**src/rtl/uart_link_pkg.sv**
```systemverilog
// Shared definitions for the UART link controller: TX FSM states, frame codes
// and the helper that maps a frame selection and byte index to the byte on the wire.
package uart_link_pkg;

    typedef enum logic [1:0] {
        TX_IDLE    = 2'd0,
        TX_LOAD    = 2'd1,
        TX_WAIT_HI = 2'd2,
        TX_WAIT_LO = 2'd3
    } tx_state_e;

    typedef enum logic [1:0] {
        SEL_ACK   = 2'd0,
        SEL_DONE  = 2'd1,
        SEL_NONCE = 2'd2
    } frame_sel_e;

    localparam logic [7:0]  FRAME_ACK   = 8'hA5;
    localparam logic [7:0]  FRAME_NONCE = 8'h4E;
    localparam logic [7:0]  FRAME_DONE  = 8'h58;
    localparam int unsigned NONCE_BYTES = 4;

    function automatic logic [7:0] frame_byte(input frame_sel_e sel,
                                              input logic [2:0] idx,
                                              input logic [31:0] nonce);
        logic [7:0] b;
        b = 8'h00;
        case (sel)
            SEL_ACK:  b = FRAME_ACK;
            SEL_DONE: b = FRAME_DONE;
            SEL_NONCE: begin
                case (idx)
                    3'd0:    b = FRAME_NONCE;
                    3'd1:    b = nonce[31:24];
                    3'd2:    b = nonce[23:16];
                    3'd3:    b = nonce[15:8];
                    3'd4:    b = nonce[7:0];
                    default: b = 8'h00;
                endcase
            end
            default: b = 8'h00;
        endcase
        return b;
    endfunction

    // Index of the final byte of a frame.
    function automatic logic [2:0] frame_last(input frame_sel_e sel);
        logic [2:0] last;
        case (sel)
            SEL_NONCE: last = 3'(NONCE_BYTES);
            default:   last = 3'd0;
        endcase
        return last;
    endfunction

endpackage

```
**src/rtl/uart_link_ctrl_header_assembler.sv**
```systemverilog
// Receive-side block header assembly: takes bytes from the UART receiver, builds
// a header MSB-first in a shadow register and publishes it once complete.
module header_assembler
    import uart_link_pkg::*;
#(
    parameter int unsigned HEADER_BYTES = 80,
    parameter int unsigned GAP_CYCLES   = 5_000_000
) (
    input  logic                      clock,
    input  logic                      reset,
    input  logic [7:0]                rx_data,
    input  logic                      rx_rdy,
    output logic                      rdy_clr,
    output logic [8*HEADER_BYTES-1:0] header_out,
    output logic                      header_valid
);

    localparam int unsigned HW    = 8 * HEADER_BYTES;
    localparam int unsigned CNT_W = $clog2(HEADER_BYTES + 1);
    localparam int unsigned GAP_W = $clog2(GAP_CYCLES + 1);
    localparam logic [CNT_W-1:0] LAST_BYTE = CNT_W'(HEADER_BYTES - 1);
    localparam logic [GAP_W-1:0] GAP_LAST  = GAP_W'(GAP_CYCLES - 1);

    // Only the first HEADER_BYTES-1 bytes need holding; the last arrives on rx_data.
    logic [HW-9:0]      shadow_q,       shadow_d;
    logic [HW-1:0]      header_q,       header_d;
    logic               header_valid_q, header_valid_d;
    logic               rdy_clr_q,      rdy_clr_d;
    logic [CNT_W-1:0]   byte_cnt_q,     byte_cnt_d;
    logic [GAP_W-1:0]   gap_cnt_q,      gap_cnt_d;
    logic               accept_s;

    // Byte acceptance, shadow shift, header publish and inter-byte timeout.
    always_comb begin
        accept_s       = rx_rdy && !rdy_clr_q;
        rdy_clr_d      = accept_s;
        shadow_d       = shadow_q;
        header_d       = header_q;
        header_valid_d = 1'b0;
        byte_cnt_d     = byte_cnt_q;
        gap_cnt_d      = gap_cnt_q;
        if (accept_s) begin
            shadow_d  = {shadow_q[HW-17:0], rx_data};
            gap_cnt_d = '0;
            if (byte_cnt_q == LAST_BYTE) begin
                header_d       = {shadow_q, rx_data};
                header_valid_d = 1'b1;
                byte_cnt_d     = '0;
            end else begin
                byte_cnt_d = byte_cnt_q + CNT_W'(1);
            end
        end else if (byte_cnt_q != '0) begin
            if (gap_cnt_q == GAP_LAST) begin
                byte_cnt_d = '0;
                gap_cnt_d  = '0;
            end else begin
                gap_cnt_d = gap_cnt_q + GAP_W'(1);
            end
        end else begin
            gap_cnt_d = '0;
        end
    end

    // Receive-side state registers.
    always_ff @(posedge clock or posedge reset) begin
        if (reset) begin
            shadow_q       <= '0;
            header_q       <= '0;
            header_valid_q <= 1'b0;
            rdy_clr_q      <= 1'b0;
            byte_cnt_q     <= '0;
            gap_cnt_q      <= '0;
        end else begin
            shadow_q       <= shadow_d;
            header_q       <= header_d;
            header_valid_q <= header_valid_d;
            rdy_clr_q      <= rdy_clr_d;
            byte_cnt_q     <= byte_cnt_d;
            gap_cnt_q      <= gap_cnt_d;
        end
    end

    assign rdy_clr      = rdy_clr_q;
    assign header_out   = header_q;
    assign header_valid = header_valid_q;

endmodule

```
**src/rtl/uart_link_ctrl.sv**
```systemverilog
// UART link controller: header reception plus a prioritised reply transmitter
// reporting header ACKs, found nonces and search completion to the host.
module uart_link_ctrl
    import uart_link_pkg::*;
#(
    parameter int unsigned HEADER_BYTES = 80,
    parameter int unsigned GAP_CYCLES   = 5_000_000
) (
    input  logic                      clock,
    input  logic                      reset,
    input  logic [7:0]                rx_data,
    input  logic                      rx_rdy,
    output logic                      rdy_clr,
    output logic [7:0]                tx_data,
    output logic                      tx_wr_en,
    input  logic                      tx_busy,
    output logic [8*HEADER_BYTES-1:0] header_out,
    output logic                      header_valid,
    input  logic [31:0]               nonce_in,
    input  logic                      nonce_found,
    input  logic                      search_done,
    output logic                      overrun
);

    tx_state_e   state_q,       state_d;
    frame_sel_e  sel_q,         sel_d;
    logic [2:0]  idx_q,         idx_d;
    logic [31:0] nonce_q,       nonce_d;
    logic [31:0] frame_nonce_q, frame_nonce_d;
    logic        ack_pend_q,    ack_pend_d;
    logic        done_pend_q,   done_pend_d;
    logic        nonce_pend_q,  nonce_pend_d;
    logic        overrun_q,     overrun_d;
    logic [7:0]  tx_data_q,     tx_data_d;
    logic        tx_wr_en_q,    tx_wr_en_d;
    logic        ack_clr_s,     done_clr_s,  nonce_clr_s;
    logic        any_pend_s;

    header_assembler #(
        .HEADER_BYTES (HEADER_BYTES),
        .GAP_CYCLES   (GAP_CYCLES)
    ) u_header_assembler (
        .clock        (clock),
        .reset        (reset),
        .rx_data      (rx_data),
        .rx_rdy       (rx_rdy),
        .rdy_clr      (rdy_clr),
        .header_out   (header_out),
        .header_valid (header_valid)
    );

    // TX FSM next state; the in-flight nonce is frozen when byte 0 is issued.
    always_comb begin
        state_d       = state_q;
        sel_d         = sel_q;
        idx_d         = idx_q;
        frame_nonce_d = frame_nonce_q;
        ack_clr_s     = 1'b0;
        done_clr_s    = 1'b0;
        nonce_clr_s   = 1'b0;
        any_pend_s    = nonce_pend_q || done_pend_q || ack_pend_q;
        case (state_q)
            TX_IDLE: begin
                if (any_pend_s && !tx_busy) begin
                    state_d = TX_LOAD;
                    idx_d   = 3'd0;
                    if (nonce_pend_q) begin
                        sel_d = SEL_NONCE;
                    end else if (done_pend_q) begin
                        sel_d = SEL_DONE;
                    end else begin
                        sel_d = SEL_ACK;
                    end
                end else begin
                    state_d = TX_IDLE;
                end
            end
            TX_LOAD: begin
                state_d = TX_WAIT_HI;
                if (idx_q == 3'd0) begin
                    case (sel_q)
                        SEL_NONCE: begin
                            nonce_clr_s   = 1'b1;
                            frame_nonce_d = nonce_q;
                        end
                        SEL_DONE: done_clr_s = 1'b1;
                        SEL_ACK:  ack_clr_s  = 1'b1;
                        default:  ack_clr_s  = 1'b0;
                    endcase
                end else begin
                    frame_nonce_d = frame_nonce_q;
                end
            end
            TX_WAIT_HI: begin
                if (tx_busy) begin
                    state_d = TX_WAIT_LO;
                end else begin
                    state_d = TX_WAIT_HI;
                end
            end
            TX_WAIT_LO: begin
                if (tx_busy) begin
                    state_d = TX_WAIT_LO;
                end else if (idx_q == frame_last(sel_q)) begin
                    state_d = TX_IDLE;
                end else begin
                    state_d = TX_LOAD;
                    idx_d   = idx_q + 3'd1;
                end
            end
            default: state_d = TX_IDLE;
        endcase
    end

    // Registered TX outputs: the write strobe is high exactly while in TX_LOAD.
    always_comb begin
        tx_wr_en_d = (state_d == TX_LOAD);
        if (state_d == TX_LOAD) begin
            tx_data_d = frame_byte(sel_d, idx_d, frame_nonce_q);
        end else begin
            tx_data_d = tx_data_q;
        end
    end

    // Pending requests: a new pulse wins over a same-cycle clear.
    always_comb begin
        ack_pend_d   = header_valid || (ack_pend_q && !ack_clr_s);
        done_pend_d  = search_done  || (done_pend_q && !done_clr_s);
        nonce_pend_d = nonce_found  || (nonce_pend_q && !nonce_clr_s);
        if (nonce_found) begin
            nonce_d = nonce_in;
        end else begin
            nonce_d = nonce_q;
        end
        overrun_d = overrun_q || (nonce_found && nonce_pend_q && !nonce_clr_s);
    end

    // Transmit-side state registers.
    always_ff @(posedge clock or posedge reset) begin
        if (reset) begin
            state_q       <= TX_IDLE;
            sel_q         <= SEL_ACK;
            idx_q         <= 3'd0;
            nonce_q       <= 32'h0000_0000;
            frame_nonce_q <= 32'h0000_0000;
            ack_pend_q    <= 1'b0;
            done_pend_q   <= 1'b0;
            nonce_pend_q  <= 1'b0;
            overrun_q     <= 1'b0;
            tx_data_q     <= 8'h00;
            tx_wr_en_q    <= 1'b0;
        end else begin
            state_q       <= state_d;
            sel_q         <= sel_d;
            idx_q         <= idx_d;
            nonce_q       <= nonce_d;
            frame_nonce_q <= frame_nonce_d;
            ack_pend_q    <= ack_pend_d;
            done_pend_q   <= done_pend_d;
            nonce_pend_q  <= nonce_pend_d;
            overrun_q     <= overrun_d;
            tx_data_q     <= tx_data_d;
            tx_wr_en_q    <= tx_wr_en_d;
        end
    end

    assign tx_data  = tx_data_q;
    assign tx_wr_en = tx_wr_en_q;
    assign overrun  = overrun_q;

endmodule

```
**config.mk**
```make
export PLATFORM = sky130hd
export DESIGN_NAME = uart_link_ctrl
export DESIGN_NICKNAME = d
export VERILOG_FILES = /design/src/rtl/uart_link_pkg.sv /design/src/rtl/uart_link_ctrl_header_assembler.sv /design/src/rtl/uart_link_ctrl.sv
export SDC_FILE = /design/constraint.sdc
export NUM_CORES = 2
export LEC_CHECK = 0
export BUFFER_PORTS_ARGS = -buffer_cell sky130_fd_sc_hd__buf_2
export CAP_MARGIN = 10
export CORE_MARGIN = 4
export CORE_UTILIZATION = 49
export CTS_BUF_LIST = sky130_fd_sc_hd__clkbuf_8
export DETAILED_ROUTE_END_ITERATION = 7
export GPL_TIMING_DRIVEN = 1
export PLACE_DENSITY = 0.69
export SETUP_SLACK_MARGIN = 0.2
export SLEW_MARGIN = 30
export SYNTH_ARGS = -nofsm -noshare
export SYNTH_HDL_FRONTEND = slang
export SYNTH_HIERARCHICAL = 1
export SYNTH_SLANG_ARGS = --single-unit
```
**constraint.sdc**
```tcl
create_clock -name clock -period 66.4 [get_ports clock]
set_input_delay 13.28 -clock clock [delete_from_list [all_inputs] [get_ports clock]]
set_output_delay 13.28 -clock clock [all_outputs]
set_load 0.005 [all_outputs]
```
==> impl.org <==
** Critical path
- Delay of the slowest cell on the worst path :: around 800 ps
- Critical Path AT :: 17510 ps
- STA puts the critical path data required time at about 67000 ps.
- Worst-path cell chain :: buf_2 > nand2b_4 > inv_8 > nand4_1 > buf_4 > buf_4 > buf_4 > mux2_2
- Setup crit end kind :: register
- Critical path launch point type :: input port
- Classification of the worst setup path :: input port to register
- Library cell appearing most often on the critical path :: buf_4
- Critical path fanouts, max :: 88
- Cell with the largest stage delay on the worst path :: buf_4

** Synth
- Compound-gate portion of the synthesized area :: 0.01291
- Mapped Area :: 52730 µm²
- Of the total synthesized cell area, the portion taken by AND, OR, NAND and NOR gates is 0.1511.
- Top area cells in the synthesized netlist :: dfrtp_1, mux2_2, nand2_1
- Of the total synthesized cell area, the portion taken by full adders, half adders and majority gates is 0.002373.
- Number of distinct library cells after synthesis :: 78
- The portion of synthesized area spent on multiplexers is 0.1517.
- Cell with the most instances after synthesis :: nand2_1
- Post-synth top flop :: dfrtp_1
- For this run, the register share of the synthesized area comes to 0.6587.
- Xor-xnor portion of the synthesized cell area :: 0.002325
- The synthesized design spends more area on one cell type than any other, namely dfrtp_1.
- During synthesis, Yosys emitted a total of 6 warnings.
- Counting instances in the post-synthesis netlist gives the leading cell types as nand2_1, dfrtp_1, mux2_2.
- The average instance in the mapped netlist occupies ~12 µm².
- Synthesis inferred 1388 register bits.
- Async SR Flop Fraction :: 1.000
- Synthesis produced 4511 cells.
- The synthesized design contains 0 enable-type register cells.
- Area share of the largest cell type after synthesis :: 0.6587
- Synthesized net count :: 4567
- By area, the combinational part of the netlist is dominated by multiplexers.

** Floorplan
- Area of the die :: roughly 110000 µm²
- # rows :: 120
- The floorplan step set the die height to ~340 µm.
- Measured along the x axis, the die boundary spans 336.0 µm.
- The floorplan step defined a core boundary enclosing 106900 µm².
- For this configuration, the core starts out at a cell density of 0.4933.
- I/O pins :: 698

** Placed design
- Post-Place Cell Area :: 57390 µm²
- Weighted congestion reported at the end of routability-driven placement :: 0.8315
- Detailed placement finished with a half-perimeter wire length of 85160 µm.
- The number of placed instances, taps included, is 6419.
- Number of buffers added on ports :: 697

** CTS
- The longest clock path from root to sink contains 3 buffers.
- TritonCTS clock tree :: yes
- # Post-CTS Setup Buffers :: 0
- For the worst-skew pair, the clock arrives at the later sink with an insertion delay of ~900 ps.
- H-tree level count :: 4
- Sink count of the clock tree :: 1388
- Number of buffers added to fix hold violations after cts :: 0
- Post-CTS repair changed the size of 0 cells.
- The root buffer cell chosen for the clock tree is clkbuf_8.
- Number of buffers inserted during clock tree synthesis :: ~220
- Clock-pin slew was measured on the worst setup and hold paths at 60 ps.

** Timing
- Worst max-slew margin expressed relative to the limit :: 0.3617
- Actual slew at the worst max-slew pin :: 957.4 ps
- Static timing analysis puts the maximum clock frequency at 59.62 MHz.
- Setup repair after global routing left no endpoint under its margin.
- Time the final worst path needs with I/O delays and setup :: 16770 ps
- Fin crit share :: 0.2526
- In the final timing run, aggregate negative setup slack is 0 ps.
- Final slew viol count :: 0
- The number of hold-slack violations in the final timing report is 0.
- Setup violators final :: 0
- Clock skew after layout :: roughly 38 ps

** Drt
- Dividing the detail-routed via count by the number of cells gives 5.075.
- Vias :: ~35000
- Number of nets with antenna violations after detailed routing :: 0
- First DRT Iteration DRCs :: 2364
- Drt total wl :: 128000 µm
- In the final routed layout, each cell accounts on average for 18.78 µm.
- Pre-antenna DRT Iters :: 5
- DRC violation count after routing :: 0

** Cells and area
- Excluding fillers, the count of instances in the completed layout stands at between 6000 and 7000.
- Final core area utilization :: 0.5787
- After the last flow step, the layout net total stands at around 5300.
- Share of cells above drive strength 1 :: 0.3301
- Final design instance area without fill :: 61870 µm²
- Area delta synth->final :: 17.33%

** Status
- The run finished with clean final reports.

** Power
- Power Total :: 1.767 mW
- Leakage :: about 36 nW
- The worst-case IR drop observed on VDD is 0.02273 mV.
- Power per Cell Area :: 28.55 nW/µm²

** Global routing
- Entering global routing, the biggest net connects ~200 pins.
- The first global-routing pass estimated ~200000 µm of wire.
- The via count of the first global-routing pass was about 35000.
- For this run, the total global-route usage over all layers was measured as 0.2249.
- Initial antenna violation count :: 6
- Global routing finished with a remaining overflow of 0.

** Hold path
- Class of the tightest hold or removal check :: register to register

** Flow run
- Max Cap Violations :: 0
==> cell families after synthesis <==
| group | Yosys count |
|---|---|
| and+or+nand+nor | 2039 |
| DFF | 1388 |
| muxes | 710 |
| buffers and inverters | 258 |
| AOI/OAI and AO/OA | 92 |
| xor gates and xnor gates | 14 |
| adders and majority gates | 10 |
==> registers in the layout, summed over array words and instances, names as in the netlist <==
register	flops
sel_q	2
ack_pend_q	1
done_pend_q	1
u_header_assembler/gap_cnt_q	23
u_header_assembler/header_out	640
nonce_pend_q	1
tx_wr_en	1
frame_nonce_q	32
state_q	2
overrun	1
idx_q	3
u_header_assembler/shadow_q	632
u_header_assembler/byte_cnt_q	7
tx_data	8
nonce_q	32
u_header_assembler/header_valid	1
u_header_assembler/rdy_clr	1
==> metal layers <==
metal | vias to the layer above | share of wire | GRT usage
met5 | - | 0 | 0
met4 | 0 | 0.029 | 0.07724
met3 | 190 | 0.077 | 0.07481
met2 | 861 | 0.47 | 0.3506
met1 | 17447 | 0.42 | 0.2983
li1 | 16093 | - | -
==> worst max-delay path: cells and delay by family <==
family	cells	cell delay [ps]
buf+inv	5	2520
mux	1	430
simple gates	2	990
==> where the power goes <==
part           total [mW]  leakage, nW  switching [mW]  internal (mW)
combinational       0.134         14.1          0.0836         0.0504
clock               0.706         2.56           0.331          0.375
sequential          0.926         19.1          0.0362          0.890
==> cells in the final DEF, fill, tap and decap left out, types with 4 or more instances in the layout <==
cell / count
a21o_1: 6
a21oi_1: 22
buf_12: 4
buf_2: 697
buf_4: 19
buf_6: 18
clkbuf_8: 271
clkinv_2: 18
dfrtp_1: 1388
diode_2: 8
ha_1: 10
inv_1: 101
inv_8: 7
mux2_2: 705
nand2_1: 1916
nand2b_1: 9
nand3_1: 16
nand4_1: 11
nor2_1: 28
nor2b_1: 5
nor3_1: 8
nor4_1: 6
o211ai_1: 5
o21ai_0: 15
o21ai_1: 4
or3_1: 5
xnor2_1: 11
==> metrics by stage <==
| stage | worst slack [ps] | hold slack (ps) |
|---|---|---|
| 5_1_grt | 49460 | 486.2 |
| 6_report | 49630 | 466.9 |
| 3_3_place_gp | 48480 | 457.3 |
| 4_1_cts | 49760 | 468.9 |
| 2_1_floorplan | 16360 | 441.8 |
| 3_5_place_dp | 48800 | 461.6 |
==> area by class of cell <==
type	count	area [µm²]
Clock buffer	271	3730
Fill cell	8964	45030
Clock inverter	116	623.1
Multi-Input combinational cell	2865	16910
Tap cell	1403	1755
Inverter	24	106.4
Timing Repair Buffer	741	3996
Sequential cell	1388	34730
Antenna cell	8	20.02
==> path summary, 6_finish.rpt <==
| kind | from | to | slack, ps | cells past startpoint |
|---|---|---|---|---|
| max | rx_rdy | u_header_assembler/header_out[555] | 49630 | 8 |
| min reg2reg | u_header_assembler/shadow_q[432] | u_header_assembler/shadow_q[440] | 470 | 2 |
| max in group asynchronous | reset | u_header_assembler/header_out[101] | 51200 | 5 |
| max reg2reg | u_header_assembler/rdy_clr | u_header_assembler/header_out[555] | 61770 | 7 |
| min in group asynchronous | reset | frame_nonce_q[30] | 12560 | 2 |
| min | u_header_assembler/shadow_q[432] | u_header_assembler/shadow_q[440] | 470 | 2 |
No activity file was read; power rests on OpenSTA's default activity.
